--- src/rtl/ps2_device_tx.sv ---
// PS/2 device-side transmitter: queues scan-code bytes in a small FIFO and
// serialises each as an 11-bit frame, driving both ps2_clk and ps2_data.
module ps2_device_tx #(
    parameter int CLK_DIV    = 8,
    parameter int GAP_CYCLES = 16,
    parameter int FIFO_DEPTH = 8
) (
    input  logic       clk,
    input  logic       clrn,
    input  logic       wr_en,
    input  logic [7:0] wr_data,
    input  logic       ovf_clr,
    input  logic       host_inhibit,
    output logic       full,
    output logic       empty,
    output logic       busy,
    output logic       overflow,
    output logic       ps2_clk,
    output logic       ps2_data
);
    localparam int AW = $clog2(FIFO_DEPTH);
    localparam int CW = $clog2(CLK_DIV > GAP_CYCLES ? CLK_DIV : GAP_CYCLES) + 1;
    localparam logic [AW:0]   FULL_CNT = (AW+1)'(FIFO_DEPTH);
    localparam logic [CW-1:0] DIV_LD   = CW'(CLK_DIV - 1);
    localparam logic [CW-1:0] GAP_LD   = CW'(GAP_CYCLES - 1);

    typedef enum logic [2:0] {IDLE, SETUP, LOW, HIGH, GAP} state_t;

    state_t        state;
    logic [7:0]    mem [FIFO_DEPTH];
    logic [AW-1:0] wp, rp;
    logic [AW:0]   cnt, cnt_nxt;
    logic [CW-1:0] tmr;
    logic [10:0]   sr;
    logic [3:0]    nbit;
    logic [1:0]    inh_s;
    logic [7:0]    head;
    logic          pop, push;

    assign head = mem[rp];
    assign pop  = (state == IDLE) && (cnt != '0) && !inh_s[1];
    // A pop in the same cycle frees a slot, so a write to a full FIFO still lands.
    assign push = wr_en && ((cnt != FULL_CNT) || pop);

    always_comb begin
        cnt_nxt = cnt;
        if (push && !pop)
            cnt_nxt = cnt + 1'b1;
        else if (pop && !push)
            cnt_nxt = cnt - 1'b1;
    end

    always_ff @(posedge clk) begin
        if (push)
            mem[wp] <= wr_data;
    end

    always_ff @(posedge clk) begin
        if (!clrn) begin
            wp       <= '0;
            rp       <= '0;
            cnt      <= '0;
            full     <= 1'b0;
            empty    <= 1'b1;
            overflow <= 1'b0;
            inh_s    <= '0;
        end else begin
            inh_s <= {inh_s[0], host_inhibit};
            if (push)
                wp <= wp + 1'b1;
            if (pop)
                rp <= rp + 1'b1;
            cnt   <= cnt_nxt;
            full  <= (cnt_nxt == FULL_CNT);
            empty <= (cnt_nxt == '0);
            if (wr_en && !push)
                overflow <= 1'b1;
            else if (ovf_clr)
                overflow <= 1'b0;
        end
    end

    always_ff @(posedge clk) begin
        if (!clrn) begin
            state    <= IDLE;
            tmr      <= '0;
            sr       <= '1;
            nbit     <= '0;
            ps2_clk  <= 1'b1;
            ps2_data <= 1'b1;
            busy     <= 1'b0;
        end else begin
            case (state)
                IDLE: begin
                    if (pop) begin
                        sr       <= {1'b1, ~^head, head, 1'b0};
                        ps2_data <= 1'b0;
                        busy     <= 1'b1;
                        nbit     <= '0;
                        tmr      <= DIV_LD;
                        state    <= SETUP;
                    end
                end
                SETUP: begin
                    if (tmr == '0) begin
                        ps2_clk <= 1'b0;
                        tmr     <= DIV_LD;
                        state   <= LOW;
                    end else
                        tmr <= tmr - 1'b1;
                end
                LOW: begin
                    // Ones shift in behind the stop bit, releasing the line after bit 11.
                    if (tmr == '0) begin
                        ps2_clk  <= 1'b1;
                        sr       <= {1'b1, sr[10:1]};
                        ps2_data <= sr[1];
                        nbit     <= nbit + 1'b1;
                        tmr      <= DIV_LD;
                        state    <= HIGH;
                    end else
                        tmr <= tmr - 1'b1;
                end
                HIGH: begin
                    if (tmr == '0) begin
                        if (nbit == 4'd11) begin
                            tmr   <= GAP_LD;
                            state <= GAP;
                        end else begin
                            ps2_clk <= 1'b0;
                            tmr     <= DIV_LD;
                            state   <= LOW;
                        end
                    end else
                        tmr <= tmr - 1'b1;
                end
                GAP: begin
                    if (tmr == '0) begin
                        busy  <= 1'b0;
                        state <= IDLE;
                    end else
                        tmr <= tmr - 1'b1;
                end
                default: state <= IDLE;
            endcase
        end
    end
endmodule

--- config.mk ---
export PLATFORM = sky130hd
export DESIGN_NAME = ps2_device_tx
export DESIGN_NICKNAME = d
export VERILOG_FILES = /design/src/rtl/ps2_device_tx.sv
export SDC_FILE = /design/constraint.sdc
export NUM_CORES = 1
export LEC_CHECK = 0
export ABC_CLOCK_PERIOD_IN_PS = 2900
export CORE_ASPECT_RATIO = 1.2
export CORE_MARGIN = 2
export CORE_UTILIZATION = 30
export CTS_BUF_LIST = sky130_fd_sc_hd__clkbuf_16
export DETAILED_ROUTE_END_ITERATION = 10
export GPL_TIMING_DRIVEN = 0
export PLACE_DENSITY = 0.57
export SLEW_MARGIN = 10
export SYNTH_ARGS = -nofsm -noshare
export SYNTH_HDL_FRONTEND = slang
export SYNTH_SLANG_ARGS = --single-unit
export TNS_END_PERCENT = 1
--- constraint.sdc ---
create_clock -name clk -period 2.9 [get_ports clk]
set_input_delay 0.58 -clock clk [delete_from_list [all_inputs] [get_ports clk]]
set_output_delay 0.58 -clock clk [all_outputs]
set_load 0.1 [all_outputs]
## Word-level counts from Yosys, hierarchy flattened

Memory sizes are Yosys's and may differ from the RTL's. A register that Yosys moved wholly into a read port is not among the register bits.
Index checks and enable logic that the tools add are counted.

- Register bits after elaboration: 41
- Bits in writable memories: 64
- Bits of input ports: 13
- Output and inout port bits: 6
- Word-level logic and storage cells: 98
- Memories: 1

Memories:

| memory | words | bits a word | read ports | clocked after memory_dff | write ports | RTL line | text |
|---|---|---|---|---|---|---|---|
| mem | 8 | 8 | 1 | 1 | 1 | 30 | `logic [7:0] mem [FIFO_DEPTH];` |

- Add/subtract/negate cells: 6
- Equal/unequal tests: 14
- Multiplexer cells: 37
- Reductions and logical operators: 26

Operators by type and width:

| cell | number |
|---|---|
| $mux 3 | 8 |
| $mux 11 | 2 |
| $pmux 11 s2 | 1 |
| $mux 4 | 5 |
| $mux 5 | 4 |
| $pmux 5 s4 | 1 |
| $pmux 3 s5 | 1 |
| $ne 2x2->1 const B | 7 |
| $mux 1 | 11 |
| $reduce_and 5->1 | 2 |
| $reduce_and 3->1 | 3 |
| $add 4x1->4 const B | 2 |
| $eq 4x4->1 const B | 2 |
| $pmux 4 s2 | 1 |
| $reduce_bool 4->1 | 2 |
| $reduce_xnor 8->1 | 1 |
| $add 3x1->3 const B | 2 |
| $eq 3x2->1 const B | 2 |
| $logic_and 1x1->1 | 6 |
| $reduce_bool 2->1 | 3 |
| $logic_not 5->1 | 1 |
| $sub 5x1->5 const B | 1 |
| $logic_not 4->1 | 1 |
| $ne 4x4->1 const B | 1 |
| other kinds (10) | 13 |

## Logic depth before layout (Yosys ltp)

- Depth in word-level cells: 10
- Mapped depth: 9
- Depth with buffers taken out: 8

## Worst setup path after synthesis

No wires, ideal clock.

- Path type: register to register
- Start: register cnt[1]
- End: memory mem[0][0] (enable)
- Library setup time: 395 ps
- Arrival time: 1956 ps
- Slack: 549 ps
- Cell stages (with the launch flop): 7
- Buffers on the path: 0
- Clock period less this slack: 2351 ps
- Cells stage by stage: dfxtp_1 inv_1 ha_1 nor2b_1 nand2_1 o21ai_1 nor4_1

- Cells in the longest elaborated chain, start to end: 7
- Elaborated cells between the ends (all ways): 8

Ends and longest elaborated chain:

| element | RTL line | text |
|---|---|---|
| start: declaration | 32 | `logic [AW:0] cnt, cnt_nxt;` |
| start signal: assignment | 73 | `cnt <= cnt_nxt;` |
| $reduce_bool 4->1 | 41 | `assign pop = (state == IDLE) && (cnt != '0) && !inh_s[1];` |
| $logic_and 1x1->1 (2 in series) | 41 |  |
| $logic_or 1x1->1 * | 43 | `assign push = wr_en && ((cnt != FULL_CNT) \|\| pop);` |
| $logic_and 1x1->1 * | 43 |  |
| $mux 1 * | 54 | `if (push)` |
| $mux 1 (not written as such) * | 55 | `mem[wp] <= wr_data;` |
| end: declaration | 30 |  |

Every way passes the cells marked *; elsewhere a longest branch is shown, timed or not.

## Final worst setup path

- Start: input port wr_en
- End: memory mem[5][5] (enable)

- Cells in the longest elaborated chain, start to end: 3

Ends and longest elaborated chain:

| element | RTL line | text |
|---|---|---|
| start: declaration | 10 | `input logic wr_en,` |
| $logic_and 1x1->1 | 43 |  |
| $mux 1 | 54 |  |
| $mux 1 (not written as such) | 55 |  |

Every way passes these cells.

==> flow_metrics.env <==
export IMPL_status="complete, no violations"
export IMPL_htreeDepth=3
export IMPL_drive_above_1_share=0.129
export IMPL_critPathKind="primary input to register"
export IMPL_die_h_um=139
export IMPL_drc_errors=0
export IMPL_synth_top_family_by_area="simple AND/OR/NAND/NOR gates"
export IMPL_worst_hold_slack_ps=459
export IMPL_synthAdderAreaFrac=0.0193
export IMPL_yosys_area_top_type="edfxtp_1"
export IMPL_portBuffers=17
export IMPL_post_route_util=0.357
export IMPL_synth_nets=369
export IMPL_antenna_found_initial=0
export IMPL_synth_xor_area_frac=0.0344
export IMPL_cts_tree="yes"
export IMPL_die_x_um=116
export IMPL_synth_top_area_frac=0.423
export IMPL_cts_inserted_buffers=9
export IMPL_fin_crit_sh=0.907
export IMPL_cp_end_kind="register"
export IMPL_p_total_w=0.00478
export IMPL_ys_flop_type="edfxtp_1"
export IMPL_cts_path_max_buffers=2
export IMPL_cp_required_ps=2870
export IMPL_cts_setup_buffers=0
export IMPL_wirelength_um=8700
export IMPL_maxCapViolations=0
export IMPL_grt_usage=0.115
export IMPL_hold_violations=0
export IMPL_synth_compound_area_frac=0.0874
export IMPL_p_per_area_nw_per_um2=899
export IMPL_hold_class="register to register"
export IMPL_r2r_slack_ps=320
export IMPL_final_nets=402
export IMPL_muxShareOfSynthArea=0.0986
export IMPL_ys_ff_latch=106
export IMPL_placed_area_sq_um=5030
export IMPL_slew_limit_headroom=0.254
export IMPL_dpl_hpwl_um=6070
export IMPL_fin_crit_ps=2630
export IMPL_path_max_fanout=10
export IMPL_fillers=1461
export IMPL_setup_viol=0
export IMPL_synth_area_per_cell_sq_um=13.0
export IMPL_reg2regPathDepth=7
export IMPL_grt_max_degree=21
export IMPL_whs_path_depth=1
export IMPL_core_sq_um=14900
export IMPL_grt_pass1_wl_um=14000
export IMPL_yosysMostFrequentCell="edfxtp_1"
export IMPL_cts_resized=0
export IMPL_ys_seq_area_frac=0.608
export IMPL_syn_area_sq_um=4540
export IMPL_clk_pin_slew_worst_paths_ps=70
export IMPL_gp_congestion=0.780
export IMPL_num_io_pins=19
export IMPL_cts_sinks=106
export IMPL_static_leakage_power_nw=1.79
export IMPL_ys_types=54
export IMPL_synth_simple_area_share=0.126
export IMPL_worst_setup_path_start_kind="primary input"
export IMPL_grt_overflow=0
export IMPL_clkLatencyLatePin_ps=350
export IMPL_ir_drop_uv=437
export IMPL_fin_ws_ps=268
export IMPL_yosys_warnings=0
export IMPL_area_delta_synth_final_pct=17.1
export IMPL_initial_utilization=0.305
export IMPL_routed_via_density=4.74
export IMPL_synth_enable_flop_cells=64
export IMPL_fin_area_sq_um=5320
export IMPL_diodes=0
export IMPL_async_reset_ff_frac=0
export IMPL_syn_inst=349
export IMPL_avgRoutedWirePerCell_um=14.7
export IMPL_die_area_sq_um=16100
export IMPL_worst_clock_skew_ps=8.35
export IMPL_synth_area_top_cells="edfxtp_1, dfxtp_1, mux4_2"
export IMPL_arrival_ps=2600
export IMPL_rsz0062_at_grt="no"
export IMPL_synthTopCellsByCount="edfxtp_1, dfxtp_1, nand2_1"
export IMPL_core_rowCount=49
export IMPL_post_place_ws_ps=-151
export IMPL_grt_pass1_vias=2722
export IMPL_maxClockFrequency_mhz=380
export IMPL_hold_buffers=0
export IMPL_cts_root_buffer="clkbuf_16"
export IMPL_ant_nets=0
export IMPL_maxSlewViolCount=0
export IMPL_vias=2800
export IMPL_worst_pin_slew_ps=1120
export IMPL_drt_iter0_markers=110
export IMPL_drt_pass1_iter_count=4
-- kinds of logic after synthesis --
kind of cell	count (synthesis)
AND/OR/NAND/NOR	112
multiplexers	24
adder cells (fa/ha/maj)	7
XOR/XNOR	17
flip-flops	106
AO/OA/AOI/OAI	59
buffers and inverters	24
-- metal layers --
metal / up-vias / routed length [um] / global-route usage
met1: 1379 / 3820 / 0.139
li1: 1362 / - / -
met2: 45 / 4410 / 0.192
met3: 14 / 273 / 0.0302
met4: 0 / 199 / 0.0489
met5: - / 0 / 0
-- where the power goes --
group | internal [W] | total (W) | switching (W)
clock | 0.000601 | 0.00117 | 0.000574
sequential | 0.00179 | 0.00192 | 0.000132
combinational | 0.000672 | 0.00168 | 0.00101
-- path summary, 6_finish.rpt --
check,start,to
worst max register to register,cnt[1]$_SDFF_PN0_,mem[5][5]$_DFFE_PP_
worst min register to register,inh_s[0]$_SDFF_PN0_,inh_s[1]$_SDFF_PN0_
worst min-delay path,inh_s[0]$_SDFF_PN0_,inh_s[1]$_SDFF_PN0_
worst max-delay path,wr_en,mem[5][5]$_DFFE_PP_
-- stage by stage --
stage / instances / setup TNS, ps
floorplan: 349 / 0
global placement: 570 / -25930
detailed placement: 575 / -2050
CTS: 591 / 0
global route: 591 / 0
finish: 591 / 0
-- critical path, cell delays in order --
cell and delay, ps:
clkdlybuf4s50_1 570, clkbuf_1 330, o21a_1 230, nand2_1 130
nor2_1 770
-- sequential cells by signal, summed over array words and instances, names as in the netlist, 2 cells and up, named ones only --
register,flops
tmr,5
inh_s,2
wp,3
cnt,4
rp,3
state,3
nbit,4
mem,64
sr,9
-- cell usage in the layout (no fill, tap or decap), types with 8 or more instances in the layout --
master	instances
a211oi_1	10
and2_1	12
clkbuf_1	9
clkbuf_16	9
clkdlybuf4s50_1	17
dfxtp_1	42
edfxtp_1	64
inv_1	8
mux2i_1	8
mux4_2	14
nand2_1	31
nor2_1	29
o21ai_1	14
xnor2_1	9
-- layout make-up --
class	instances	area [sq um]	share of cell area
Buffer	16	88.8	0.0167
Timing Repair Buffer	22	208	0.0391
Sequential cell	106	2760	0.520
Clock inverter	7	60.1	0.0113
Tap cell	204	255	0.0480
Multi-Input combinational cell	219	1690	0.317
Inverter	8	30.0	0.00565
Clock buffer	9	225	0.0424
(Power assumes the default switching activity.)
